### config.mk
export PLATFORM = sky130hd
export DESIGN_NAME = regfile_mp
export DESIGN_NICKNAME = d
export VERILOG_FILES = /design/src/rtl/regfile_mp.sv
export SDC_FILE = /design/constraint.sdc
export NUM_CORES = 1
export LEC_CHECK = 0
export ABC_CLOCK_PERIOD_IN_PS = 9800
export CORE_ASPECT_RATIO = 0.7
export CORE_MARGIN = 10
export CORE_UTILIZATION = 60
export CTS_CLUSTER_SIZE = 25
export DETAILED_ROUTE_END_ITERATION = 16
export PLACE_DENSITY = 0.78
export SLEW_MARGIN = 20
export SYNTH_ARGS = -nofsm -noshare
export SYNTH_HDL_FRONTEND = slang
export SYNTH_SLANG_ARGS = --single-unit
export TNS_END_PERCENT = 10
### constraint.sdc
create_clock -name CLK -period 9.8 [get_ports CLK]
set_input_delay 1.96 -clock CLK [delete_from_list [all_inputs] [get_ports CLK]]
set_output_delay 1.96 -clock CLK [all_outputs]
set_load 0.01 [all_outputs]
### src/rtl/regfile_mp.sv
// Multi-read-port register file with write-first bypass, optional hardwired zero
// register, and a self-clearing init sweep after reset or on CLEAR.
module regfile_mp #(
    parameter int unsigned DATA_W   = 32,
    parameter int unsigned ADDR_W   = 5,
    parameter int unsigned NUM_RD   = 2,
    parameter int unsigned ZERO_REG = 1
) (
    input  logic                       CLK,
    input  logic                       RESET,
    input  logic                       RegWrite,
    input  logic [ADDR_W-1:0]          WriteReg,
    input  logic [DATA_W-1:0]          WriteData,
    input  logic                       RdEn,
    input  logic [NUM_RD*ADDR_W-1:0]   ReadRegs,
    input  logic                       CLEAR,
    output logic [NUM_RD*DATA_W-1:0]   RdData,
    output logic                       RdValid,
    output logic                       BUSY
);

    localparam int unsigned DEPTH = 2 ** ADDR_W;
    localparam logic [ADDR_W-1:0] LAST_PTR = ADDR_W'(DEPTH - 1);
    localparam bit HAS_ZERO = (ZERO_REG != 0);

    typedef enum logic {
        ST_INIT  = 1'b0,
        ST_READY = 1'b1
    } state_t;

    state_t              state;
    logic [ADDR_W-1:0]   ptr;
    logic [DATA_W-1:0]   regs [DEPTH];
    logic                ready_op;
    logic                wr_ok;
    logic [DATA_W-1:0]   rd_word [NUM_RD];

    // CLEAR wins over any access issued in the same READY cycle
    assign ready_op = (state == ST_READY) && !CLEAR;
    assign wr_ok    = ready_op && RegWrite && !(HAS_ZERO && (WriteReg == '0));

    for (genvar g = 0; g < NUM_RD; g++) begin : g_rd
        logic [ADDR_W-1:0] addr;
        assign addr = ReadRegs[g*ADDR_W +: ADDR_W];

        always_comb begin
            rd_word[g] = regs[addr];
            if (HAS_ZERO && (addr == '0)) begin
                rd_word[g] = '0;
            end else if (wr_ok && (WriteReg == addr)) begin
                rd_word[g] = WriteData;
            end
        end
    end

    // Array has no reset; the sweep zeroes it one entry per cycle
    always_ff @(posedge CLK) begin
        if (state == ST_INIT) begin
            regs[ptr] <= '0;
        end else if (wr_ok) begin
            regs[WriteReg] <= WriteData;
        end
    end

    always_ff @(posedge CLK or posedge RESET) begin
        if (RESET) begin
            state   <= ST_INIT;
            ptr     <= '0;
            BUSY    <= 1'b1;
            RdData  <= '0;
            RdValid <= 1'b0;
        end else begin
            case (state)
                ST_INIT: begin
                    RdValid <= 1'b0;
                    if (CLEAR) begin
                        ptr <= '0;
                    end else begin
                        ptr <= ptr + ADDR_W'(1);
                        if (ptr == LAST_PTR) begin
                            state <= ST_READY;
                            BUSY  <= 1'b0;
                        end
                    end
                end
                ST_READY: begin
                    if (CLEAR) begin
                        state   <= ST_INIT;
                        ptr     <= '0;
                        BUSY    <= 1'b1;
                        RdValid <= 1'b0;
                    end else begin
                        RdValid <= RdEn;
                        if (RdEn) begin
                            for (int unsigned i = 0; i < NUM_RD; i++) begin
                                RdData[i*DATA_W +: DATA_W] <= rd_word[i];
                            end
                        end
                    end
                end
                default: state <= ST_INIT;
            endcase
        end
    end

endmodule

==> metrics.txt <==
Rel. slew slack 0.238; Syn-to-layout area delta 12.2%; die area between 0.09 and 0.1 mm^2; area taken by flip-flops and latches approximately 0.033 mm^2; number of synthesized flops with an enable pin 1024; type of origin of the critical path input port; critical path cell sequence clkdlybuf4s50_1 -> or4_4 -> o21ai_4 -> mux2i_1 -> nand3_1 -> nor2_4 -> buf_16; post-route total power about 0.01 W; highest clock rate roughly 200 MHz; worst min-delay path category reg -> reg; hold buffer count at CTS 0; worst path bufs/invs 2; multiplexer share of the synthesized area 0.224; via count of the first global-routing pass between 30000 and 40000; top cells by area in the synthesized netlist sky130_fd_sc_hd__edfxtp_1 61%, sky130_fd_sc_hd__mux4_2 17%, sky130_fd_sc_hd__mux2i_1 5.2%; sequential element share of the synthesized area 0.648; Max clock buf depth 3; power density over cell area 178 mW/mm^2; number of buffers added by the clock tree synthesis step 100; worst voltage drop across the vdd grid between 0.0001 and 0.00015 V; final setup slack of the worst path 4.81 ns; CP peak stage delay approximately 0.69 ns; worst hold slack 0.504 ns; Final setup viols 0; count of pins on the block boundary 118; final critical-path required period about 5 ns; total setup buffers inserted after CTS 0; Resize count post-CTS 0; starting density of the core 0.608; top cell family by delay on the critical path simple AND/OR/NAND/NOR gates; library cell occupying the most area in the post-synthesis netlist sky130_fd_sc_hd__edfxtp_1; Post-Synthesis Cell Area slightly above 0.05 mm^2; H-tree levels 3; dominant register cell in the synthesized netlist sky130_fd_sc_hd__edfxtp_1; Warnings, synthesis 0; Layout Nets roughly 2900; crit-path max FO 17; DIE WIDTH around 370 um; average vias per placed instance 7.69; required time of the critical path slightly above 10 ns; Least-Margin Pin Slew 1.14 ns; HPWL after detailed placement approximately 84 mm; utilization after layout 0.682; filler instances just over 5000; fraction of the mapped netlist area in compound gates 0.0847; CTS Root Buffer Type sky130_fd_sc_hd__clkbuf_16; average instance area after synthesis between 15 and 20 um^2; 1st-pass router iterations 8; Simple-Gate Fraction of Synth Area 0.0211; CTS tree built; adder and majority gate portion of the synthesized area 0.000498; Buffers on Ports ~120; xor/xnor cell area share of the yosys netlist 0.00209; total negative slack 0 ns; core area ~0.083 mm^2; Distinct cells, synth 41; final hold violations 0; number of max-slew violations in the final report 0; share of layout cells above drive strength 1 0.240; number of DRC markers in iteration 0 about 4800; Setup Skew approximately 0.032 ns; fin crit share 0.509; total via count after detailed routing 31061; number of instances in the synthesized netlist roughly 2800; row count 88; type of the worst setup path in -> reg; Antenna Violating Nets Remaining 0; RSZ-0062 raised after global routing no; remaining global-route overflow 0; multi-input gate area in the final layout around 0.017 mm^2; top post-synthesis cells by count 1024 x sky130_fd_sc_hd__edfxtp_1, 384 x sky130_fd_sc_hd__mux4_2, 259 x sky130_fd_sc_hd__mux2i_1; area share of the largest cell type after synthesis 0.612; clock input transition at the sequential cells of the worst setup and hold paths about 0.070 ns; post-detailed-routing wire length between 100 and 150 mm; clock sink count approximately 1100; combinational family with the most area after synthesis multiplexers; aggregate global-route resource usage 0.302; worst-skew pair later-pin latency approximately 0.70 ns; count of state elements after synthesis roughly 1100; global-route wire length before repair roughly 210 mm; crit path DAT approximately 5.4 ns; run status complete, no violations; pin count of the biggest net entering global routing about 130; post-placement setup slack 3.97 ns; cell with the largest stage delay on the worst path sky130_fd_sc_hd__nor2_4; Synth Net Count approximately 2800; Die H 262 um; number of maximum-capacitance violations 0; number of antenna violations at the first check in global routing 2; DRC violations left 0; Final Wtd Congestion just over 0.9; Leak between 15 and 20 nW; async set-reset flop share out of synthesis 0.0657; DR WL/cell 36.2 um; CP endpoint kind flop; most common cell in the synthesized netlist sky130_fd_sc_hd__edfxtp_1
==> flip-flops by register name (all words and copies together), names as in the netlist <==
name / cells
regs: 1024
ptr: 5
state: 1
RdValid: 1
BUSY: 1
RdData: 64
==> kinds of logic after synthesis <==
logic type	Yosys count
xor gates and xnor gates	12
and+or+nand+nor	180
AOI/OAI and AO/OA	593
muxes	644
DFF	1096
adders and majority gates	2
buffers and inverters	236
==> path summary, 6_finish.rpt <==
check	start	endpoint	slack, ns	depth (start not counted)
hold reg to reg	BUSY$_DFFE_PP1P_	BUSY$_DFFE_PP1P_	0.50	2
hold / removal	BUSY$_DFFE_PP1P_	BUSY$_DFFE_PP1P_	0.50	2
min in group asynchronous	RESET	RdValid$_DFF_PP0_	1.58	2
setup / recovery	WriteReg[4]	regs[13][20]$_DFFE_PP_	4.81	7
setup reg to reg	state$_DFF_PP0_	regs[18][20]$_DFFE_PP_	6.29	6
max in group asynchronous	RESET	RdData[20]$_DFFE_PP0P_	7.08	3
==> worst register-to-register path: stages, from the launching register on <==
cell and delay [ns]:
sky130_fd_sc_hd__dfrtp_1 0.56, sky130_fd_sc_hd__and3b_1 0.52, sky130_fd_sc_hd__o21ai_4 0.25, sky130_fd_sc_hd__a22oi_1 0.35
sky130_fd_sc_hd__nand3_1 0.41, sky130_fd_sc_hd__nor2_4 0.52, sky130_fd_sc_hd__buf_4 0.54
==> through the flow <==
| step | instances | cell area [um^2] |
|---|---|---|
| floorplan | 2763 | 50300 |
| global placement | 3841 | 52800 |
| detailed placement | 3846 | 52900 |
| CTS | 4035 | 56300 |
| global route | 4038 | 56400 |
| finish | 4041 | 56400 |
==> layout make-up <==
| type | count | share of cell area |
|---|---|---|
| antenna | 3 | 0.000133 |
| clock buffer | 126 | 0.0476 |
| clock inverter | 63 | 0.0134 |
| inverter | 8 | 0.000555 |
| multi-input combinational | 1431 | 0.302 |
| sequential | 1096 | 0.577 |
| tap | 1125 | 0.0250 |
| timing repair buffer | 189 | 0.0338 |
==> layer usage <==
layer / part of all wire / wire [um] / up-vias / global-route usage
li1: - / - / 12003 / -
met4: 0.042 / 6100 / 0 / 0.120
met3: 0.15 / 21800 / 377 / 0.102
met5: 0 / 0 / - / 0
met2: 0.44 / 64800 / 2685 / 0.446
met1: 0.37 / 53700 / 15996 / 0.416
==> cells in the final DEF (no fill, tap or decap), drive strengths merged, types with 3 or more instances in the layout <==
master	instances
nand3	11
a22o	66
dfrtp	71
and2	36
mux2i	259
clkbuf	128
inv	11
a21oi	130
buf	78
mux4	384
nor2b	7
xnor2	11
a22oi	195
nor2	47
clkdlybuf4s50	109
a221oi	128
clkinv	39
diode	3
nand2	3
nor3	5
bufinv	17
edfxtp	1024
or3	64
o21ai	65
clkinvlp	4
==> report_power, final <==
| part | internal (W) | switching, W |
|---|---|---|
| logic | 0.000311 | 0.000408 |
| registers | 0.00512 | 0.0000622 |
| clock network | 0.00239 | 0.00175 |
| total | 0.00782 | 0.00222 |
Power figures use the tool's default switching activity.
